--- src/rtl/alu_32_pkg.sv ---
// Opcode map and width constants for the registered MIPS execute-stage ALU.
// Extended opcodes are decoded only when ALU_32_EXT_OPS_EN is defined.
package alu_32_pkg;

    localparam int DATA_W = 32;

    localparam logic [3:0] ALU_AND  = 4'd0;
    localparam logic [3:0] ALU_OR   = 4'd1;
    localparam logic [3:0] ALU_ADD  = 4'd2;
    localparam logic [3:0] ALU_XOR  = 4'd3;
    localparam logic [3:0] ALU_SLL  = 4'd4;
    localparam logic [3:0] ALU_SRL  = 4'd5;
    localparam logic [3:0] ALU_SUB  = 4'd6;
    localparam logic [3:0] ALU_SLT  = 4'd7;
    localparam logic [3:0] ALU_SLTU = 4'd8;
    localparam logic [3:0] ALU_SRA  = 4'd9;
    localparam logic [3:0] ALU_NOR  = 4'd12;

endpackage

--- src/rtl/alu_32_addsub.sv ---
// Combinational 32-bit adder shared by ADD and SUB; subtract inverts b and
// injects a carry-in of one (two's complement).
module alu_32_addsub
    import alu_32_pkg::*;
(
    input  logic [DATA_W-1:0] a,
    input  logic [DATA_W-1:0] b,
    input  logic              sub,
    output logic [DATA_W-1:0] sum
);

    logic [DATA_W-1:0] b_eff;
    logic [DATA_W-1:0] carry_in;

    always_comb begin
        b_eff    = b ^ {DATA_W{sub}};
        carry_in = {{(DATA_W-1){1'b0}}, sub};
        sum      = a + b_eff + carry_in;
    end

endmodule

--- src/rtl/alu_32.sv ---
// Registered 32-bit ALU: opcode mux, zero detect and one output register stage.
// Define ALU_32_EXT_OPS_EN to add XOR/SLL/SRL/SLTU/SRA.
module alu_32
    import alu_32_pkg::*;
(
    input  logic              clk,
    input  logic              reset,
    input  logic [3:0]        ALU_Operation,
    input  logic [DATA_W-1:0] in_left,
    input  logic [DATA_W-1:0] in_right,
    output logic [DATA_W-1:0] ALU_Result,
    output logic              Zero
);

    // No valid/ready: every rising edge accepts a new operation and the
    // result is visible one edge later; there is no backpressure.

    logic [DATA_W-1:0] sum;
    logic              is_sub;
    logic [DATA_W-1:0] result_d, result_q;
    logic              zero_d, zero_q;

    assign is_sub = (ALU_Operation == ALU_SUB);

    alu_32_addsub u_addsub (
        .a   (in_left),
        .b   (in_right),
        .sub (is_sub),
        .sum (sum)
    );

    always_comb begin
        result_d = '0;
        if (!reset) begin
            unique case (ALU_Operation)
                ALU_AND: result_d = in_left & in_right;
                ALU_OR:  result_d = in_left | in_right;
                ALU_ADD: result_d = sum;
                ALU_SUB: result_d = sum;
                // True signed compare so overflowed differences cannot flip the answer.
                ALU_SLT: result_d = ($signed(in_left) < $signed(in_right)) ? 32'd1 : 32'd0;
                ALU_NOR: result_d = ~(in_left | in_right);
`ifdef ALU_32_EXT_OPS_EN
                ALU_XOR:  result_d = in_left ^ in_right;
                ALU_SLL:  result_d = in_left << in_right[4:0];
                ALU_SRL:  result_d = in_left >> in_right[4:0];
                ALU_SLTU: result_d = (in_left < in_right) ? 32'd1 : 32'd0;
                ALU_SRA:  result_d = DATA_W'($signed(in_left) >>> in_right[4:0]);
`endif
                default: result_d = '0;
            endcase
        end
        zero_d = (result_d == '0);
    end

    always_ff @(posedge clk) begin
        if (reset) begin
            result_q <= '0;
            zero_q   <= 1'b1;
        end else begin
            result_q <= result_d;
            zero_q   <= zero_d;
        end
    end

    assign ALU_Result = result_q;
    assign Zero       = zero_q;

endmodule

--- config.mk ---
export PLATFORM = sky130hd
export DESIGN_NAME = alu_32
export DESIGN_NICKNAME = d
export VERILOG_FILES = /design/src/rtl/alu_32_pkg.sv /design/src/rtl/alu_32_addsub.sv /design/src/rtl/alu_32.sv
export SDC_FILE = /design/constraint.sdc
export NUM_CORES = 1
export LEC_CHECK = 0
export ABC_CLOCK_PERIOD_IN_PS = 7000
export CAP_MARGIN = 20
export CORE_ASPECT_RATIO = 0.6
export CORE_MARGIN = 1.5
export CORE_UTILIZATION = 45
export DETAILED_ROUTE_END_ITERATION = 6
export PLACE_DENSITY_LB_ADDON = 0.05
export SYNTH_ARGS = -nofsm -noshare
export SYNTH_HDL_FRONTEND = slang
export SYNTH_SLANG_ARGS = --single-unit
--- constraint.sdc ---
create_clock -name clk -period 7 [get_ports clk]
set_input_delay 1.75 -clock clk [delete_from_list [all_inputs] [get_ports clk]]
set_output_delay 1.75 -clock clk [all_outputs]
set_load 0.02 [all_outputs]
Word-level counts from Yosys, hierarchy flattened
Index checks and enable logic that the tools add are counted.

cells by class
  add/sub/neg operators = 2
  magnitude comparators = 1
  equal/unequal tests = 5
  mux-type cells = 3
  bitwise gates (word level) = 4
  reduce and logical (&&, ||, !) cells = 3

operators by type and width
  operator              count
  $pmux W32 S5          1
  $add A32 B1 Y32       1
  $add A32 B32 Y32      1
  $and A32 B32 Y32      1
  $logic_not A32 Y1     1
  $lt A32 B32 Y1        1
  $mux W32              1
  $not A32 Y32          1
  $or A32 B32 Y32       1
  $xor A32 B32 Y32      1
  $eq A4 B3 Y1 const B  2
  $eq A4 B1 Y1 const B  1
  $eq A4 B2 Y1 const B  1
  $eq A4 B4 Y1 const B  1
  $logic_not A4 Y1      1
  $reduce_or A2 Y1      1
  $mux W1               1

storage, ports and cells
  register bits = 33
  input bits = 70
  output and inout bits = 33
  logic and storage cells = 20

Depth between registers and ports, before layout
  depth in word-level cells = 7
  gate-level depth with buffers = 18
  mapped depth without buffers = 14

Cells and area by module
A second synthesis with hierarchy kept.

unflattened totals
  cells, all modules = 676
  area total of the unflattened synthesis = 5557.8 sq um

by module, submodules not included
  module         instances  cells an instance  area each (sq um)  sequential area each (sq um)
  alu_32         1          402                3484.6             660.6
  alu_32_addsub  1          274                2073.2             0.0

Least setup slack after synthesis
No wires, ideal clock.

  path kind = input-to-reg
  from = input port ALU_Operation[3]
  to = register zero_q, in the netlist Zero
  setup time = 65 ps
  arrival = 5600 ps
  data required time = 6935 ps
  setup slack = 1336 ps
  cell stages on the path = 16
  buffers on the path = 3
  cell sequence = buf_2 nor4bb_2 buf_6 clkbuf_1 xnor2_1 ha_1 a21oi_1 o21ai_1 a2111oi_2 a2111oi_4 o21ai_0 or3b_1 or2_2 a2111oi_0 nand4b_1 nor2_1

between the ends
  cells in the longest elaborated chain, start to end = 7
  elaborated cells on any way between the ends = 13
  those cells by class = add/sub: 2; eq/ne: 5; mux: 2; bitwise: 1; reduce/logical: 3

RTL lines
  item                   RTL line                    text
  from (decl)            alu_32.sv:8                 input logic [3:0] ALU_Operation,
  $eq A4 B3 Y1           alu_32.sv:23, alu_32.sv:35
  $xor A32 B32 Y32       alu_32_addsub.sv:16         b_eff = b ^ {DATA_W{sub}};
  $add A32 B32 Y32       alu_32_addsub.sv:18         sum = a + b_eff + carry_in;
  $add A32 B1 Y32        alu_32_addsub.sv:18
  $pmux W32 S5 (*)       alu_32.sv:35                unique case (ALU_Operation)
  $mux W32 (*)           alu_32.sv:34                if (!reset) begin
  $logic_not A32 Y1 (*)  alu_32.sv:53                zero_d = (result_d == '0);
  to (signal assigned)   alu_32.sv:62                zero_q <= zero_d;
  to (decl)              alu_32.sv:21                logic zero_d, zero_q;

Every way passes the cells marked *; elsewhere a longest branch is shown, timed or not.
A chain may end at the register's enable or synchronous reset.

Worst setup path after layout
  from = input port ALU_Operation[2]
  to = register zero_q, in the netlist Zero

The elaborated chain is that of the path after synthesis.

==> flow_results.org <==
** Logic synthesis
- The mapped netlist covers 0.00579 sq mm.
- Number of enable flip-flop cells after synthesis :: 0
- In the synthesized netlist, the cells that appear most often are sky130_fd_sc_hd__ha_1 (132), sky130_fd_sc_hd__inv_1 (88), sky130_fd_sc_hd__nor2_1 (62), sky130_fd_sc_hd__a21oi_1 (42), sky130_fd_sc_hd__nand2_1 (40).
- Syn Nets :: 946
- The netlist uses 71 different library cells.
- Number of synthesized register bits :: 33
- Cell count after synthesis :: 743
- Cell with the most instances after synthesis :: sky130_fd_sc_hd__ha_1
- After synthesis, flip-flops and latches occupy 11.4% of the total area.
- The most used flip-flop cell after synthesis is sky130_fd_sc_hd__dfxtp_1.
- Average instance area after synthesis :: 7.80 sq um
- For this run, asynchronously set or reset flops after synthesis account for 0%.
- Of all cell types, the one taking the most synthesized area is sky130_fd_sc_hd__ha_1.
- Ranked by total cell area, the synthesized netlist is headed by sky130_fd_sc_hd__ha_1 (29%), sky130_fd_sc_hd__dfxtp_1 (11%), sky130_fd_sc_hd__inv_1 (5.7%).
- In this run the biggest area consumer among cell types represents 28.5% of the synthesized area.
- Warnings from Yosys :: 0

** Route
- Across all layers, the routed design uses 5,935 vias.
- After detailed routing, the average wire length per cell comes to 20.1 microns.
- The detail route stage leaves a number of antenna-violating nets equal to 0.
- Routed Wire Length :: 20,100 microns
- Remaining DRCs :: 0
- Initial DRC Count :: 449
- Number of vias per cell after detailed routing :: 5.95
- The first detailed-routing pass took 5 iterations.

** Clocking
- Register clock-pin slew on the reported worst setup and hold paths :: 0.06 ns
- Once the clock tree was built, the resizer swapped 0 gates to a different size.
- Cts bufs inserted :: 5
- The tree is rooted in a sky130_fd_sc_hd__clkbuf_16.
- Once the clock tree was built, the setup fixing pass inserted 0 buffers.
- Clock tree from TritonCTS :: yes
- The H-tree was split into 2 levels.
- The clock passes through at most 2 buffers.
- Number of clock sinks :: 33
- After clock tree synthesis, the flow added hold-fix buffers numbering 0.

** Worst setup path
- Worst path bufs/invs :: 3
- In this run the number of cells on the critical path is 16.
- Classification of the worst setup path :: input port to flip-flop
- Critical path arrival :: 6.65 ns
- Slowest cell delay on critical path :: 0.64 ns
- In this run the worst path has a maximum fanout of 33.
- Among cell families on the critical path, the largest total delay comes from simple AND/OR/NAND/NOR gates.
- Crit path max-delay cell type :: sky130_fd_sc_hd__clkdlybuf4s50_1
- Required time of the critical path :: 7.22 ns
- STA classifies the critical path endpoint as a flip-flop.
- Cell breakdown of the critical path :: clkdlybuf4s50_1, nor4bb_4, buf_12, xnor2_1, inv_1, fa_1, nor2b_1, o211ai_1, a21o_1, a2111oi_4, nor3_1, or3b_1, or2_2, a2111oi_0, nand4b_1, nor2_1
- The worst setup path is launched from an input port.

** Finish
- Area grow syn2layout :: 23.8%
- The number of antenna diodes in the final layout is 0.
- Summing all multi-input logic gate instances after layout gives 0.00469 sq mm.
- The finished cells cover 0.00717 sq mm.
- Leaving out filler cells and counting taps, the final layout contains 997.
- Layout cell share with drive strength beyond 1 :: 4.81%
- Layout Nets :: 1,034
- Fillers :: 1,118
- Sequential cell area :: 661 sq um

** Placed design
- Post-Place Worst Slack :: 0.308 ns
- Post-DP HPWL :: 16,100 microns
- Placed Cells incl. Taps :: 989
- Cell area reported after detailed placement :: 0.00701 sq mm
- The count of buffers added on input and output ports is 102.
- At the end of routability-driven placement, the weighted congestion stood at 0.931.

** Timing
- Final-report setup violation count :: 0
- Final worst hold slack :: 2.41 ns
- Setup repair after global routing left no endpoint under its margin.
- Highest achievable clock rate :: 155 MHz
- Hold Fails Final Rpt :: 0
- The max-slew violation count is 0.
- Crit share post-route :: 92.0%
- Worst Setup Slack, final :: 0.562 ns
- After routing, the total negative slack on setup checks comes to 0 ns.
- The clock period could shrink to 6.44 ns.
- At the pin with the least slew margin, the transition time is 0.969 ns.
- Measured against its own limit, the worst slew margin works out to 34.8%.

** Global routing
- Entering global routing, the biggest net connects 34 pins.
- Via count of the first global-routing pass :: 5,556
- The first global-routing pass estimated 31,000 microns of wire.
- The number of antenna violations at the first check in global routing is 0.
- Overflow after GRT :: 0
- Total global-route track usage :: 29.3%

** Min path
- The min-delay analysis places its worst path in the category input port to flip-flop.
- Min-Delay Path Depth :: 5
- Min-delay src :: in_right[27]
- Hold endpoint :: ALU_Result[27]

** Floorplanning
- I/O pin count :: 103
- Area of the die :: 0.0136 sq mm
- The total area inside the core boundary comes to 0.0123 sq mm.
- After floorplanning, the core was divided into 31 placement rows.
- The die is 90.9 microns tall.
- Initial standard-cell utilization of the core :: 47.1%
- In this run the horizontal extent of the chip is 149 microns.

** Pwr
- Power per unit of standard cell area :: 126 mW/mm^2
- For this design the static power due to leakage is 3.32 nW.
- The worst-case IR drop observed on VDD is 0.0000819 V.

** Status
- The run finished with clean final reports.

** Job
- The tool flagged a number of max-cap violations equal to 0.
[tightest hold or removal path, cell delays in order]
cell and delay [ns]:
sky130_fd_sc_hd__clkdlybuf4s50_1 0.48, sky130_fd_sc_hd__ha_1 0.15, sky130_fd_sc_hd__a221o_1 0.14, sky130_fd_sc_hd__nand2_1 0.06
sky130_fd_sc_hd__o21ai_1 0.07
[cell families (layout without fill, tap and decap cells)]
| kind of cell | after synthesis | after routing | share of synthesized area [%] |
|---|---|---|---|
| flip-flops | 33 | 33 | 11.4 |
| XOR/XNOR | 45 | 45 | 6.80 |
| AND/OR/NAND/NOR | 204 | 204 | 18.1 |
| multiplexers | 4 | 4 | 0.713 |
| buffers and inverters | 121 | 210 | 8.14 |
| adder cells (fa/ha/maj) | 133 | 133 | 28.9 |
| AO/OA/AOI/OAI | 203 | 203 | 26.0 |
[registers in the layout, indices dropped and copies added (netlist names)]
name / cells
ALU_Result: 32
Zero: 1
[through the flow]
step	total power [mW]	util (%)
floorplan	0.492	-
global placement	0.648	57.0
detailed placement	0.657	57.0
CTS	0.897	58.3
global route	0.956	58.3
finish	0.905	58.3
[layout make-up]
cell class | count | area share (%)
clock buffer | 7 | 2.13
inverter | 88 | 4.61
clock inverter | 1 | 0.0698
sequential | 33 | 9.21
multi-input combinational | 589 | 65.4
tap | 165 | 2.88
timing repair buffer | 114 | 15.7
[layer usage]
layer / track usage [%] / vias to the layer above / wire [microns]
li1: - / 2861 / -
met1: 48.0 / 2843 / 10800
met2: 39.7 / 223 / 7570
met3: 4.95 / 8 / 1620
met4: 2.06 / 0 / 78
met5: 0 / - / 0
[report_power, final]
part | internal (mW) | leakage, nW | switching, mW | total, mW
Clock | 0.151 | 0.0799 | 0.0902 | 0.241
Sequential | 0.197 | 0.268 | 0.00403 | 0.201
Combinational | 0.193 | 2.98 | 0.270 | 0.463
[layout by cell type (no fill, tap or decap), types with 6 or more instances in the layout]
cell type                           n
sky130_fd_sc_hd__a31oi_1           11
sky130_fd_sc_hd__buf_4             11
sky130_fd_sc_hd__a221o_1           12
sky130_fd_sc_hd__clkdlybuf4s50_1  102
sky130_fd_sc_hd__dfxtp_1           33
sky130_fd_sc_hd__ha_1             132
sky130_fd_sc_hd__nor3_1            12
sky130_fd_sc_hd__a21oi_1           42
sky130_fd_sc_hd__a21o_1            12
sky130_fd_sc_hd__nand4_1            7
sky130_fd_sc_hd__a221oi_1          15
sky130_fd_sc_hd__a211oi_1           7
sky130_fd_sc_hd__xnor2_1           36
sky130_fd_sc_hd__nor2_1            62
sky130_fd_sc_hd__inv_1             88
sky130_fd_sc_hd__a211o_1            6
sky130_fd_sc_hd__o21ai_0           25
sky130_fd_sc_hd__nand2_1           40
sky130_fd_sc_hd__xor2_1             9
sky130_fd_sc_hd__nor4_1             8
sky130_fd_sc_hd__o211ai_1           6
sky130_fd_sc_hd__and3_1             8
sky130_fd_sc_hd__a22oi_1            7
sky130_fd_sc_hd__nor2b_1            8
sky130_fd_sc_hd__nand3_1           10
sky130_fd_sc_hd__or3_1             11
[how the worst max path moves through the flow]
stage | to | slack (ns) | from
floorplan | Zero | 1.34 | ALU_Operation[3]
global placement | Zero | 0.46 | ALU_Operation[2]
detailed placement | Zero | 0.31 | ALU_Operation[2]
CTS | Zero | 0.58 | ALU_Operation[2]
global route | Zero | 0.25 | ALU_Operation[2]
finish | Zero | 0.56 | ALU_Operation[2]
(Power assumes the default switching activity.)
